$ cat config.mk
export PLATFORM = sky130hd
export DESIGN_NAME = hazard_ctrl
export DESIGN_NICKNAME = d
export VERILOG_FILES = /design/src/rtl/hazard_pkg.sv /design/src/rtl/hazard_match.sv /design/src/rtl/hazard_ctrl.sv
export SDC_FILE = /design/constraint.sdc
export NUM_CORES = 1
export LEC_CHECK = 0
export CORE_UTILIZATION = 40
export CTS_BUF_LIST = sky130_fd_sc_hd__clkbuf_8
export DETAILED_ROUTE_END_ITERATION = 12
export PLACE_DENSITY = 0.78
export SLEW_MARGIN = 25
export SYNTH_ARGS = -nofsm -noshare
export SYNTH_HDL_FRONTEND = slang
export SYNTH_SLANG_ARGS = --single-unit
$ cat constraint.sdc
create_clock -name clk -period 2.5 [get_ports clk]
set_clock_uncertainty 0.05 [all_clocks]
set_input_delay 0.625 -clock clk [delete_from_list [all_inputs] [get_ports clk]]
set_output_delay 0.625 -clock clk [all_outputs]
set_load 0.01 [all_outputs]
$ cat src/rtl/hazard_pkg.sv
// Shared types for the hazard controller: shadow entry, bubble, select constants.
package hazard_pkg;

    localparam int RD_MAX_W = 8;
    localparam int FWD_RF   = 0;

    typedef struct packed {
        logic                v;
        logic [RD_MAX_W-1:0] rd;
        logic                we;
        logic                ld;
    } shadow_t;

    localparam shadow_t BUBBLE = '{v: 1'b0, rd: '0, we: 1'b0, ld: 1'b0};

    function automatic logic is_producer(
        input shadow_t             e,
        input logic [RD_MAX_W-1:0] s
    );
        return e.v & e.we & (e.rd == s);
    endfunction

endpackage

$ cat src/rtl/hazard_match.sv
// Youngest-producer priority encoder over the shadow entries for one source.
module hazard_match
    import hazard_pkg::*;
#(
    parameter int PIPE_DEPTH = 3,
    parameter int SEL_W      = $clog2(PIPE_DEPTH + 1)
) (
    input  shadow_t [PIPE_DEPTH-1:0] entries,
    input  logic [RD_MAX_W-1:0]      src,
    input  logic                     src_live,
    output logic                     hit,
    output logic [SEL_W-1:0]         stage,
    output logic                     ld
);

    // Scan oldest to youngest so the youngest producer wins.
    always_comb begin
        hit   = 1'b0;
        stage = '0;
        ld    = 1'b0;
        for (int k = PIPE_DEPTH - 1; k >= 0; k--) begin
            if (src_live && is_producer(entries[k], src)) begin
                hit   = 1'b1;
                stage = SEL_W'(k + 1);
                ld    = entries[k].ld;
            end
        end
    end

endmodule

$ cat src/rtl/hazard_ctrl.sv
// Hazard controller: forwarding selects, load-use stall, redirect flush, bubbles.
// Define HAZARD_FORWARDING_EN to enable operand forwarding; otherwise RAW stalls.
module hazard_ctrl
    import hazard_pkg::*;
#(
    parameter int REG_ADDR_W     = 5,
    parameter int PIPE_DEPTH     = 3,
    parameter int LOAD_STAGE     = 2,
    parameter int REDIRECT_STAGE = 2,
    parameter int SEL_W          = $clog2(PIPE_DEPTH + 1)
) (
    input  logic                  clk,
    input  logic                  rstn,
    input  logic                  dec_valid,
    input  logic [REG_ADDR_W-1:0] dec_rs1,
    input  logic [REG_ADDR_W-1:0] dec_rs2,
    input  logic                  dec_rs1_used,
    input  logic                  dec_rs2_used,
    input  logic [REG_ADDR_W-1:0] dec_rd,
    input  logic                  dec_wr_en,
    input  logic                  dec_is_load,
    input  logic                  redirect,
    output logic                  stall_if_dec,
    output logic                  flush_if_dec,
    output logic [PIPE_DEPTH-1:0] flush_mask,
    output logic [SEL_W-1:0]      fwd_rs1_sel,
    output logic [SEL_W-1:0]      fwd_rs2_sel
);

    localparam logic [PIPE_DEPTH-1:0] REDIR_MASK =
        PIPE_DEPTH'((1 << (REDIRECT_STAGE - 1)) - 1);

    shadow_t [PIPE_DEPTH-1:0] shadow;
    shadow_t [PIPE_DEPTH-1:0] shadow_nxt;

    logic [RD_MAX_W-1:0] rs1_x;
    logic [RD_MAX_W-1:0] rs2_x;
    logic                live1;
    logic                live2;
    logic                hit1;
    logic                hit2;
    logic                ld1;
    logic                ld2;
    logic [SEL_W-1:0]    stage1;
    logic [SEL_W-1:0]    stage2;
    logic                stall1;
    logic                stall2;
    logic [SEL_W-1:0]    sel1;
    logic [SEL_W-1:0]    sel2;
    logic                stall_raw;
    logic                insert;

    assign rs1_x = RD_MAX_W'(dec_rs1);
    assign rs2_x = RD_MAX_W'(dec_rs2);
    assign live1 = dec_valid & dec_rs1_used & (dec_rs1 != '0);
    assign live2 = dec_valid & dec_rs2_used & (dec_rs2 != '0);

    hazard_match #(.PIPE_DEPTH(PIPE_DEPTH), .SEL_W(SEL_W)) u_match1 (
        .entries  (shadow),
        .src      (rs1_x),
        .src_live (live1),
        .hit      (hit1),
        .stage    (stage1),
        .ld       (ld1)
    );

    hazard_match #(.PIPE_DEPTH(PIPE_DEPTH), .SEL_W(SEL_W)) u_match2 (
        .entries  (shadow),
        .src      (rs2_x),
        .src_live (live2),
        .hit      (hit2),
        .stage    (stage2),
        .ld       (ld2)
    );

`ifdef HAZARD_FORWARDING_EN
    assign stall1 = hit1 & ld1 & (int'(stage1) < LOAD_STAGE);
    assign stall2 = hit2 & ld2 & (int'(stage2) < LOAD_STAGE);
    assign sel1   = (hit1 & ~stall1) ? stage1 : SEL_W'(FWD_RF);
    assign sel2   = (hit2 & ~stall2) ? stage2 : SEL_W'(FWD_RF);
`else
    // Write-first register file: only a producer in WB is safe to read.
    assign stall1 = hit1 & (int'(stage1) < PIPE_DEPTH);
    assign stall2 = hit2 & (int'(stage2) < PIPE_DEPTH);
    assign sel1   = SEL_W'(FWD_RF);
    assign sel2   = SEL_W'(FWD_RF);

    logic unused_cfg;
    assign unused_cfg = ^{ld1, ld2, LOAD_STAGE[0]};
`endif

    assign stall_raw    = stall1 | stall2;
    assign stall_if_dec = rstn & ~redirect & stall_raw;
    assign flush_if_dec = rstn & redirect;
    assign flush_mask   = (rstn & redirect) ? REDIR_MASK : '0;
    assign fwd_rs1_sel  = rstn ? sel1 : '0;
    assign fwd_rs2_sel  = rstn ? sel2 : '0;

    assign insert = stall_raw | redirect | ~dec_valid;

    always_comb begin
        shadow_nxt = shadow;
        if (insert) begin
            shadow_nxt[0] = BUBBLE;
        end else begin
            shadow_nxt[0] = '{v: 1'b1, rd: RD_MAX_W'(dec_rd),
                              we: dec_wr_en, ld: dec_is_load};
        end
        for (int k = 1; k < PIPE_DEPTH; k++) begin
            shadow_nxt[k]   = shadow[k-1];
            shadow_nxt[k].v = shadow[k-1].v & ~flush_mask[k-1];
        end
    end

    always_ff @(posedge clk) begin
        if (!rstn) begin
            shadow <= '{default: BUBBLE};
        end else begin
            shadow <= shadow_nxt;
        end
    end

endmodule

## Word-level counts from Yosys, hierarchy flattened

Index checks and enable logic that the tools add are counted.

| cells by class | value |
|---|---|
| order comparisons | 2 |
| eq/ne operators | 6 |
| mux-type cells | 14 |
| bitwise gates (word level) | 28 |
| reductions and logical operators | 9 |

Operators with widths:

| cell | number |
|---|---|
| == test 8 x 5 -> 1 bit | 6 |
| bitwise AND 1 bit | 20 |
| 2-to-1 mux 2 bit | 6 |
| 2-to-1 mux 11 bit | 1 |
| nonzero test 5 bit | 2 |
| 2-to-1 mux 1 bit | 7 |
| logical AND 1 bit | 6 |
| < comparator 2 bit (second input constant) | 2 |
| NOT 1 bit | 4 |
| bitwise OR 1 bit | 3 |
| OR reduction 2 bit | 1 |
| NOT 1 bit (first input constant) | 1 |

| word-level totals | value |
|---|---|
| bits in registers | 30 |
| output and inout port bits | 9 |
| word-level logic and storage cells | 69 |

## Logic depth before layout (Yosys ltp)

| logic depth | value |
|---|---|
| depth after elaboration | 12 |
| mapped depth | 5 |
| depth with buffers taken out | 5 |

## Modules after synthesis

Synthesis repeated with hierarchy kept, for this count alone.

| unflattened totals | value |
|---|---|
| cell total of the unflattened synthesis | 170 |
| area, all modules | 1,483.9 um2 |

By module, submodules not included:

| module | instances | cells an instance | area each (um2) |
|---|---|---|---|
| hazard_ctrl | 1 | 76 | 813.3 |
| hazard_match | 2 | 47 | 335.3 |

## Worst setup path after synthesis

Ideal clock, no wire load.

| path | value |
|---|---|
| path type | input to output |
| start point | input port dec_rs2[3] |
| end point | output port stall_if_dec |
| arrival | 1,681 ps |
| required time | 1,825 ps |
| setup slack | 144 ps |
| cell stages on the path | 5 |
| path through | xor2_1 nor4_1 a22oi_1 o22ai_2 nor2b_1 |

| on the way | value |
|---|---|
| word-level cells in the longest chain between the ends | 10 |

RTL lines:

| what | RTL line | RTL |
|---|---|---|
| from (decl) | hazard_ctrl.sv:16 | `input logic [REG_ADDR_W-1:0] dec_rs2,` |
| == test 8 x 5 -> 1 bit or nonzero test 5 bit (tied branches) | hazard_pkg.sv:20, hazard_ctrl.sv:56 |  |
| bitwise AND 1 bit (on tied branches) | hazard_pkg.sv:20, hazard_ctrl.sv:56 |  |
| logical AND 1 bit | hazard_match.sv:22 | `if (src_live && is_producer(entries[k], src)) begin` |
| 2-to-1 mux 2 bit (3 in a row) | hazard_match.sv:22 |  |
| < comparator 2 bit | hazard_ctrl.sv:84 | `assign stall2 = hit2 & (int'(stage2) < PIPE_DEPTH);` |
| bitwise AND 1 bit * | hazard_ctrl.sv:84 |  |
| bitwise OR 1 bit * | hazard_ctrl.sv:92 | `assign stall_raw = stall1 \| stall2;` |
| bitwise AND 1 bit * | hazard_ctrl.sv:93 | `assign stall_if_dec = rstn & ~redirect & stall_raw;` |
| to (decl) | hazard_ctrl.sv:23 | `output logic stall_if_dec,` |

Every way passes the cells marked *; elsewhere a longest branch is shown, timed or not.

## Final worst setup path

| path | value |
|---|---|
| start point | input port dec_rs2[1] |
| end point | output port stall_if_dec |

The elaborated chain is that of the path after synthesis.

==> out/results.ini <==
[outcome]
status=finished clean

[synthesis]
synth_fa_ha_area_frac=0
ys_ff_latch=14
ys.flop_type=dfxtp_1
yosysWarnings=0
synthXorXnorAreaFrac=0.230
synth.distinct_cells=18
ys_seq_area_frac=0.367
synthMuxAreaShare=0
ys_async_sr_fraction=0
syn_avg_cell_area_sq_um=8.77
synth_top_family_by_area=simple AND/OR/NAND/NOR gates
synth_compound_area_frac=0.0689
synthesis.instances=87
synth_enable_flop_cells=0
synthSimpleGateAreaFrac=0.236
netlist_area_sq_um=763

[die]
placementRows=15
fp.dieW_um=45.7
start_util=0.433
coreArea_sq_um=1760
die_h_um=45.7
ios=32
die_area_sq_um=2090

[final_layout]
regMostFlops=shadow
nNetsFinal=142
largest_reg_flops=14
final_common_cell=xor2_1
n_fill_cell=162
fin_area_sq_um=1170
antenna_cells=0
reg_top3=shadow: 14 flops
mostFrequentLayoutCells=xor2_1, dfxtp_1, clkdlybuf4s50_1, buf_4, nand2_1
layout-drive-gt1-share=0.314
final_util=0.663
syn_to_final_growth_pct=53.3

[timing]
hold_violations=0
finalSetupViolCount=0
clock.fmax_mhz=401
finalCritPeriodShare=0.997
whs_ps=383
rsz0062_at_grt=yes
period_needed_ps=2490
final_max_slew_viol_count=0

[route]
drc=0
wl_met3_um=55
drt_iter0_drc=2
wl_met1_um=656
vias=646
drt_wl_total_um=1600
wl_met2_um=846
wl_per_cell_um=11.2
highest_layer=met4
drt_first_pass_iters=3
vias_per_cell=4.52
postRouteAntennaNets=0

[pwr]
swShare=0.218
pwr-share-comb=0.181
leakagePower_nw=0.536
peakVddDrop_uv=376
seqPwrFrac=0.431
intPower_uw=423
powerDensity_nw_per_um2=462
clockPowerShare=0.387
switchingPower_uw=118

[worst_setup_path]
path_common_cell=buf_2
cpLargestDelayFamily=simple AND/OR/NAND/NOR gates
crit_chain=buf_2, or4_4, o211ai_2, o22ai_2, nor2b_1, buf_2
slowest_stage=or4_4
worstPathArrival_ps=1820
critPathMaxFanout=3
critical-path-max-stage-delay_ps=510
worstSetupPathType=in2out
worstSetupStartpointType=input port
cp.buffers_inverters=2
cp-end-kind=output port
cp.required_ps=1820

[place]
port_buffers=24
dpl_cell_area_sq_um=1050
dp_hpwl_um=1290
gp_congestion=0.815

[clock_network]
numCtsBuffers=3
clockBufferDepth=2
root_buffer=clkbuf_8
tritoncts_num_sinks=14
cts.htree.levels=1
clock_latency_ps=240
cts_tree=built
postCtsSetupRepairBufs=0
clkSlewWorstSetupHoldPaths_ps=50

[min_path]
min_path_type=reg2reg

[global_route]
gr-usage-all-layers=0.175
grt_max_degree=9
antenna_found_initial=0
grt_overflow_total=0
grt_pass1_vias=612
grt_first_pass_wirelength_um=2550

[run]
cap_violations=0

synth_stat cells (all sizes together), types with 2 or more instances:
cell    instances  share of area
o211ai          2          0.033
inv             2         0.0098
nand2           8          0.039
a22oi           2          0.020
dfxtp          14           0.37
nor4            4          0.033
clkbuf          2         0.0098
xor2           20           0.23
and2            7          0.057
or4             2          0.020
buf             8          0.074
nor3            7          0.046
nor2            5          0.025
what timing repair did:
action | 4_1_cts | 5_1_grt
endpoints found under the setup margin | 1 | 3
pin swaps | 13 | 7
resized for setup | 57 | 13
hold buffers | 0 | 0
worst paths after layout:
check	start	slack (ps)	depth (start not counted)	end
max	dec_rs2[1]	8	6	stall_if_dec
max reg2reg	shadow[5]$_SDFF_PP0_	900	6	shadow[2]$_SDFF_PP0_
min	shadow[10]$_SDFF_PN0_	380	2	shadow[21]$_SDFF_PN0_
min reg2reg	shadow[10]$_SDFF_PN0_	380	2	shadow[21]$_SDFF_PN0_
metal layers:
layer / vias up / global-route usage
li1: 328 / -
met1: 294 / 0.209
met2: 20 / 0.306
met3: 4 / 0.0159
met4: 0 / 0.0970
met5: - / 0
area by class of cell:
cell class	count	area (sq um)	share of cell area
Tap cell	25	31.3	0.0267
Timing Repair Buffer	32	288	0.246
Sequential cell	14	280	0.240
Inverter	2	7.51	0.00642
Clock buffer	4	55.1	0.0471
Multi-Input combinational cell	66	508	0.434
worst min-delay path, cell delays in order (launching register included):
cell     delay (ps)
dfxtp_1         300
inv_1            50
nor2_1           40
logic make-up after synthesis:
logic type             Yosys count
AND/OR/NAND/NOR                 35
XOR/XNOR                        20
buffers and inverters           12
other                            1
AO/OA/AOI/OAI                    5
flip-flops                      14
metrics by stage:
| stage | total power, mW | cells | setup slack (ps) | setup TNS, ps |
|---|---|---|---|---|
| after detailed placement | 0.327 | 139 | -880 | -880 |
| final | 0.541 | 143 | 8.29 | 0 |
| after global routing | 0.564 | 143 | -61.7 | -61.7 |
| after CTS | 0.538 | 143 | 1.17 | 0 |
| after floorplan | 0.279 | 92 | 144 | 0 |
| after global placement | 0.325 | 139 | -755 | -755 |
power groups by stage:
stage                     Sequential [mW]  Combinational [mW]  Clock [mW]
after CTS                           0.233              0.0899       0.215
after detailed placement            0.237              0.0896           0
final                               0.233              0.0980       0.210
after global placement              0.237              0.0875           0
after floorplan                     0.236              0.0423           0
after global routing                0.234               0.107       0.224
Power figures use the tool's default switching activity.
